[src/rtl/syn_exec_controller.sv]
// -----------------------------------------------------------------------------
// syn_exec_controller
// Debug execution controller for a soft CPU. It gates the CPU enable for
// free-running (divided), single-step and breakpoint-stopped execution, and it
// keeps retirement statistics.
//
// Ports
//   clk, rst_n          clock, asynchronous active-low reset
//   cmd_run/pause/step  single-cycle command pulses
//   div                 run-mode divisor (CPU enabled once every div+1 cycles)
//   bp_en, bp_addr      breakpoint enable and instruction address
//   pc                  current CPU PC
//   halt, is_jump,      CPU status for the current instruction
//   is_branch, branched
//   cpu_en              CPU enable (combinational), one cycle = one retire
//   state               IDLE=0, RUN=1, STEP=2, HALTED=3
//   stop_cause          NONE=0, PAUSE=1, BREAK=2, HALT=3
//   inst_cnt, jump_cnt, branch_cnt, taken_cnt   wrapping statistics counters
// -----------------------------------------------------------------------------
module syn_exec_controller #(
    parameter int unsigned DivWidth = 8
) (
    input  logic                clk,
    input  logic                rst_n,
    input  logic                cmd_run,
    input  logic                cmd_pause,
    input  logic                cmd_step,
    input  logic [DivWidth-1:0] div,
    input  logic                bp_en,
    input  logic [31:0]         bp_addr,
    input  logic [31:0]         pc,
    input  logic                halt,
    input  logic                is_jump,
    input  logic                is_branch,
    input  logic                branched,
    output logic                cpu_en,
    output logic [1:0]          state,
    output logic [1:0]          stop_cause,
    output logic [31:0]         inst_cnt,
    output logic [31:0]         jump_cnt,
    output logic [31:0]         branch_cnt,
    output logic [31:0]         taken_cnt
);

    localparam int unsigned CntWidth = 32;

    typedef enum logic [1:0] {
        S_IDLE   = 2'd0,
        S_RUN    = 2'd1,
        S_STEP   = 2'd2,
        S_HALTED = 2'd3
    } state_e;

    typedef enum logic [1:0] {
        C_NONE  = 2'd0,
        C_PAUSE = 2'd1,
        C_BREAK = 2'd2,
        C_HALT  = 2'd3
    } cause_e;

    state_e              st;
    cause_e              cause;
    logic [DivWidth-1:0] div_cnt;
    logic                bp_skip;
    logic                bp_hit;
    logic                tick;

    assign state      = st;
    assign stop_cause = cause;

    // Breakpoint match, run-rate tick and the CPU enable gate.
    // bp_skip masks the breakpoint we just stopped on so a resume retires it.
    always_comb begin
        bp_hit = bp_en & (pc == bp_addr) & ~bp_skip;
        tick   = (div_cnt >= div);
        cpu_en = 1'b0;
        case (st)
            S_RUN:   cpu_en = tick & ~bp_hit & ~cmd_pause & ~halt;
            S_STEP:  cpu_en = ~halt;
            default: cpu_en = 1'b0;
        endcase
    end

    // Control state, stop cause, divider, breakpoint skip and statistics.
    always_ff @(posedge clk or negedge rst_n) begin
        if (!rst_n) begin
            st         <= S_IDLE;
            cause      <= C_NONE;
            div_cnt    <= '0;
            bp_skip    <= 1'b0;
            inst_cnt   <= '0;
            jump_cnt   <= '0;
            branch_cnt <= '0;
            taken_cnt  <= '0;
        end else begin
            if (cpu_en) begin
                inst_cnt   <= inst_cnt + CntWidth'(1);
                jump_cnt   <= jump_cnt + CntWidth'(is_jump);
                branch_cnt <= branch_cnt + CntWidth'(is_branch);
                taken_cnt  <= taken_cnt + CntWidth'(branched);
                bp_skip    <= 1'b0;
            end

            // Divider idles at zero outside RUN so every RUN entry starts fresh.
            div_cnt <= '0;

            case (st)
                S_IDLE: begin
                    if (halt) begin
                        st    <= S_HALTED;
                        cause <= C_HALT;
                    end else if (cmd_step) begin
                        st <= S_STEP;
                    end else if (cmd_run) begin
                        st <= S_RUN;
                    end
                end
                S_RUN: begin
                    if (halt) begin
                        st    <= S_HALTED;
                        cause <= C_HALT;
                    end else if (cmd_pause) begin
                        st    <= S_IDLE;
                        cause <= C_PAUSE;
                    end else if (bp_hit) begin
                        st      <= S_IDLE;
                        cause   <= C_BREAK;
                        bp_skip <= 1'b1;
                    end else begin
                        div_cnt <= tick ? '0 : div_cnt + DivWidth'(1);
                    end
                end
                S_STEP: begin
                    if (halt) begin
                        st    <= S_HALTED;
                        cause <= C_HALT;
                    end else begin
                        st <= S_IDLE;
                    end
                end
                default: st <= S_HALTED;
            endcase
        end
    end

endmodule

[config.mk]
export PLATFORM = sky130hd
export DESIGN_NAME = syn_exec_controller
export DESIGN_NICKNAME = d
export VERILOG_FILES = /design/src/rtl/syn_exec_controller.sv
export SDC_FILE = /design/constraint.sdc
export NUM_CORES = 1
export LEC_CHECK = 0
export ABC_CLOCK_PERIOD_IN_PS = 6650
export CORE_AREA = 2 2 138 140
export DETAILED_ROUTE_END_ITERATION = 7
export DIE_AREA = 0 0 140 142
export HOLD_SLACK_MARGIN = 0.03
export MAX_ROUTING_LAYER = met4
export PLACE_DENSITY_LB_ADDON = 0.1
export SYNTH_ARGS = -nofsm -noshare
export SYNTH_HDL_FRONTEND = slang
export SYNTH_SLANG_ARGS = --single-unit
export TNS_END_PERCENT = 1
[constraint.sdc]
create_clock -name clk -period 6.65 [get_ports clk]
set_input_delay 1.33 -clock clk [delete_from_list [all_inputs] [get_ports clk]]
set_output_delay 1.33 -clock clk [all_outputs]
set_load 0.005 [all_outputs]
# ---- Word-level counts from Yosys, hierarchy flattened
# Cells that the tools add are included.
dict set report word_totals {
  ff_bits 141
  input_bits 82
  out_inout_bits 133
  wordCells 58
}
dict set report classes {
  add_sub_neg 5
  order_cmp 1
  n_eq_ne 6
  mux 24
  n_bitwise 9
  reduce_logical 5
}
# operator count
set op_table {}
lappend op_table {{adder 32 x 1 -> 32 bit} 3}
lappend op_table {{two-way mux 8 bit} 5}
lappend op_table {{adder 32 x 1 -> 32 bit, second input constant} 1}
lappend op_table {{equality test 32 bit} 1}
lappend op_table {{two-way mux 2 bit} 11}
lappend op_table {{adder 8 x 1 -> 8 bit, second input constant} 1}
lappend op_table {{>= comparator 8 bit} 1}
lappend op_table {{inequality test 4 bit, second input constant} 2}
lappend op_table {{case mux 2 bit (3 select lines)} 1}
lappend op_table {{AND 1 bit} 5}
lappend op_table {{two-way mux 1 bit} 5}
lappend op_table {{inverter 1 bit} 4}
lappend op_table {{case mux 2 bit (2 select lines)} 1}
lappend op_table {{AND reduction 3 bit} 1}
lappend op_table {{equality test 2 x 1 -> 1 bit, second input constant} 1}
lappend op_table {{equality test 2 bit, second input constant} 1}
lappend op_table {{zero test 2 bit} 1}
lappend op_table {{inequality test 2 x 1 -> 1 bit, second input constant} 1}
lappend op_table {{case mux 1 bit (2 select lines)} 1}
lappend op_table {{AND reduction 2 bit} 1}
lappend op_table {{nonzero test 2 bit} 1}
lappend op_table {{OR reduction 2 bit} 1}

# ---- Depth between registers and ports, before layout
dict set report logic_depth {
  ltp_word 13
  depth_mapped 12
  mapped_depth_nobuf 10
}

# ---- Worst setup path before layout
# OpenSTA, ideal clock, no wires.
dict set report synth_timing {
  path_kind {input-to-output}
  from {input port div[2]}
  to {output port cpu_en}
  arrival_time_ns 2.787
  required_ns 5.320
  slack_ns 2.533
  stages 10
  path_buffers 2
  path_cell_list {inv_1 > ha_1 > nor4_1 > o21ai_1 > a31oi_1 > nor3_1 > a21oi_2 > inv_2 > buf_2 > buf_2}
}
dict set report synth_between {
  elab_chain_cells 5
}
# element line
set synth_rtl {}
lappend synth_rtl {{start: declaration} 28} ;# input logic [DivWidth-1:0] div,
lappend synth_rtl {{>= comparator 8 bit} 75} ;# tick = (div_cnt >= div);
lappend synth_rtl {{AND 1 bit (3 in a row)} 78} ;# S_RUN: cpu_en = tick & ~bp_hit & ~cmd_pause & ~halt;
lappend synth_rtl {{case mux 1 bit (2 select lines)} 77} ;# case (st)
lappend synth_rtl {{end: declaration} 36} ;# output logic cpu_en,
# Every way passes these cells.

# ---- Worst setup path in the final report
dict set report layout_timing {
  from {input port bp_addr[20]}
  to {output port cpu_en}
}
dict set report layout_between {
  elab_chain_cells 8
}
# element line
set layout_rtl {}
lappend layout_rtl {{start: declaration} 30} ;# input logic [31:0] bp_addr,
lappend layout_rtl {{equality test 32 bit} 74} ;# bp_hit = bp_en & (pc == bp_addr) & ~bp_skip;
lappend layout_rtl {{AND 1 bit (2 in a row)} 74}
lappend layout_rtl {{inverter 1 bit} 78}
lappend layout_rtl {{AND 1 bit (3 in a row)} 78}
lappend layout_rtl {{case mux 1 bit (2 select lines)} 77}
# Every way passes these cells.

==> metrics <==
status=finished, violations left; failing checks=DRC; beginning of the worst register-to-register path=div_cnt[1]$_DFF_PN0_; number of iterations in the first detailed-routing pass=8; Die Area=19900 um^2; vias after detailed routing=6051; later-pin clock latency in the skew report=0.42 ns; Crit Path Class=in2out; number of synthesized flops with an enable pin=0; Worst Min Path Start=inst_cnt[31]$_DFFE_PN0P_; DRC errors left=15; cell internal pwr=1.69 mW; max capacitance violation total=0; fin cells=1165; clock tree from TritonCTS=built; top library cells by usage in the layout, fill and taps aside=sky130_fd_sc_hd__clkdlybuf4s50_1, sky130_fd_sc_hd__dfrtp_1, sky130_fd_sc_hd__xnor2_1; reported leakage power=4.56 nW; average wire per cell in the routed design=16.4 um; effective utilization at floorplan=39.4%; path category of the worst min-delay check=reg2reg; placer's final routability congestion estimate=0.831; highest clock frequency the design can meet=208 MHz; Placeable Area=18500 um^2; net switching fraction of the power=29.1%; startpoint class of the critical path=input port; leading cell type in the layout, fill and taps excluded=sky130_fd_sc_hd__clkdlybuf4s50_1; Critical Path Sink Type=primary output; HPWL reported at the end of detailed placement=13500 um; slack of the worst reg-to-reg path=3.79 ns; area of the mapped netlist=7270 um^2; worst reg-to-reg path cell count=9; total of hold buffers inserted after clock tree synthesis=0; number of failing setup endpoints in the final timing report=0; share of synthesized area occupied by flip-flops and latches=48.6%; antenna-violating nets left=0; share of cells above drive strength 1=5.69%; fraction of power consumed by combinational cells=18.4%; global-route wire length before repair=31800 um; flip-flop cell with the highest count after synthesis=sky130_fd_sc_hd__dfrtp_1; final worst path period share=72.4%; worst slew slack as a fraction of its limit=38.1%; Starting DRT DRC Count=347; placement-stage cell area=9630 um^2; count of final max-slew check failures=0; Avg Cell Area, Syn=10.3 um^2; post-synthesis async set-or-reset flop share=100%; number of sinks driven by the clock tree=141; RSZ-0062 raised after global routing=no; number of buffers inserted during clock tree synthesis=17; Synth Instances=703; IO Pins=215; ratio of total power to cell area=233 nW/um^2; part of the total power dissipated in sequential elements=40.9%; vertical die dimension=142 um; worst hold path cell count=1; CP startpoint=bp_addr[20]; part of the power in the clock network=40.7%; syn nets=805; synth-to-layout area growth=40.8%; post-route setup TNS=0 ns; required time worst endpoint=5.32 ns; initial antenna violation count=0; number of rows in the core area=50; final standard cell area without fillers=10200 um^2; GRT Resource Usage Total=20.5%; post_cts resized=0; Horiz. Die Dim=140 um; reg2reg end=branch_cnt[30]$_DFFE_PN0P_; post-detailed-route via-to-cell ratio=5.19; Root Buffer Master=sky130_fd_sc_hd__clkbuf_16; Max Buffers Root-to-Sink=2; Max FO, Critical Path=3; total overflow reported by the global router=0; Clk pin slew, worst setup/hold paths=0.06 ns; clock period minus worst slack=4.82 ns; IR Drop Worst-Case VDD=0.000196 V; Layout Nets=1020; via count of the first global-routing pass=6247; CTS H-tree depth=4; post-synthesis register bit count=141; worst-margin pin slew=0.929 ns; arrival time of data at the critical path endpoint=3.49 ns; Final Hold Fails=0; post-CTS repair timing setup buffer count=0; number of distinct library cells after synthesis=47; count of buffers from port buffering=214; pin count of the biggest net entering global routing=87; number of diodes added for antenna fixing=0; capture endpoint of the worst hold path=inst_cnt[31]$_DFFE_PN0P_; sum of routed wire length over all layers=19100 um; final setup skew=0.0126 ns; switching pwr=0.692 mW; synthesis warning total=0; cell count after placement=1133
[per-stage QoR]
stage | power (mW) | hold WS, ns | util (%) | setup WS, ns
6_report | 2.38 | 0.463 | 55.4 | 1.83
5_1_grt | 2.50 | 0.484 | 55.4 | 1.66
4_1_cts | 2.41 | 0.468 | 55.4 | 1.81
3_5_place_dp | 1.43 | 0.456 | 52.2 | 1.82
3_3_place_gp | 1.42 | 0.456 | 52.2 | 1.82
2_1_floorplan | 1.19 | 0.444 | - | 2.53
[logic make-up after synthesis]
kind of cell | count (synthesis) | share of synthesized area (%)
compound gates | 13 | 1.27
simple gates | 316 | 24.2
xor+xnor | 159 | 19.2
fa+ha+maj | 20 | 3.44
buf+inv | 51 | 2.91
flops | 141 | 48.6
mux | 3 | 0.448
[power groups by stage]
stage / clock [mW] / combinational, mW / sequential (mW)
6_report: 0.968 / 0.438 / 0.974
3_3_place_gp: 0 / 0.433 / 0.986
3_5_place_dp: 0 / 0.440 / 0.989
4_1_cts: 0.990 / 0.443 / 0.974
5_1_grt: 1.03 / 0.494 / 0.983
2_1_floorplan: 0 / 0.219 / 0.975
[critical path: stages]
cell                              delay (ns)
sky130_fd_sc_hd__clkdlybuf4s50_1        0.48
sky130_fd_sc_hd__xnor2_1                0.12
sky130_fd_sc_hd__nand4_1                0.13
sky130_fd_sc_hd__nor4_1                 0.40
sky130_fd_sc_hd__nand4_1                0.30
sky130_fd_sc_hd__a21oi_4                0.22
sky130_fd_sc_hd__inv_2                  0.05
sky130_fd_sc_hd__clkdlybuf4s50_1        0.44
[final cells by class]
class	count	area, um^2
clock buffers	18	439
clock inverters	14	158
fillers	1593	8220
inverters	30	113
multi-input cells	511	3530
flip-flops and latches	141	3530
well taps	234	293
repair buffers	217	2170
[state kept, by name, indices dropped and copies added (netlist names)]
name / flops
stop_cause: 2
jump_cnt: 32
branch_cnt: 32
div_cnt: 8
inst_cnt: 32
bp_skip: 1
taken_cnt: 32
state: 2
[synthesized netlist by cell type (3+ instances only)]
cell type,count,area [um^2]
sky130_fd_sc_hd__nor3_1,27,135
sky130_fd_sc_hd__and3_1,18,113
sky130_fd_sc_hd__xor2_1,68,596
sky130_fd_sc_hd__clkbuf_1,6,22.5
sky130_fd_sc_hd__nor2_1,29,109
sky130_fd_sc_hd__buf_2,13,65.1
sky130_fd_sc_hd__ha_1,20,250
sky130_fd_sc_hd__nor4b_1,6,52.6
sky130_fd_sc_hd__nand2_1,61,229
sky130_fd_sc_hd__nand3_1,49,245
sky130_fd_sc_hd__and2_1,8,50.1
sky130_fd_sc_hd__nor3b_1,3,22.5
sky130_fd_sc_hd__nand4_1,46,288
sky130_fd_sc_hd__nand2b_1,3,18.8
sky130_fd_sc_hd__inv_1,29,109
sky130_fd_sc_hd__dfrtp_1,141,3530
sky130_fd_sc_hd__and4_1,7,61.3
sky130_fd_sc_hd__xnor2_1,91,797
sky130_fd_sc_hd__nor4_1,41,257
sky130_fd_sc_hd__or2_2,3,18.8
[metal layers]
| metal | up-vias | wire length [um] | track usage [%] |
|---|---|---|---|
| met5 | - | 0 | - |
| met1 | 2975 | 8270 | 25.2 |
| li1 | 2893 | - | - |
| met3 | 26 | 1010 | 4.88 |
| met4 | 0 | 257 | 7.02 |
| met2 | 157 | 9520 | 33.5 |
[worst max-delay path by stage]
stage                  end  slack, ns  depth (start not counted)
finish              cpu_en       1.83                          8
global placement    cpu_en       1.82                          8
global route        cpu_en       1.66                          8
floorplan           cpu_en       2.53                         10
detailed placement  cpu_en       1.82                          8
CTS                 cpu_en       1.81                          8
(Power assumes the default switching activity.)
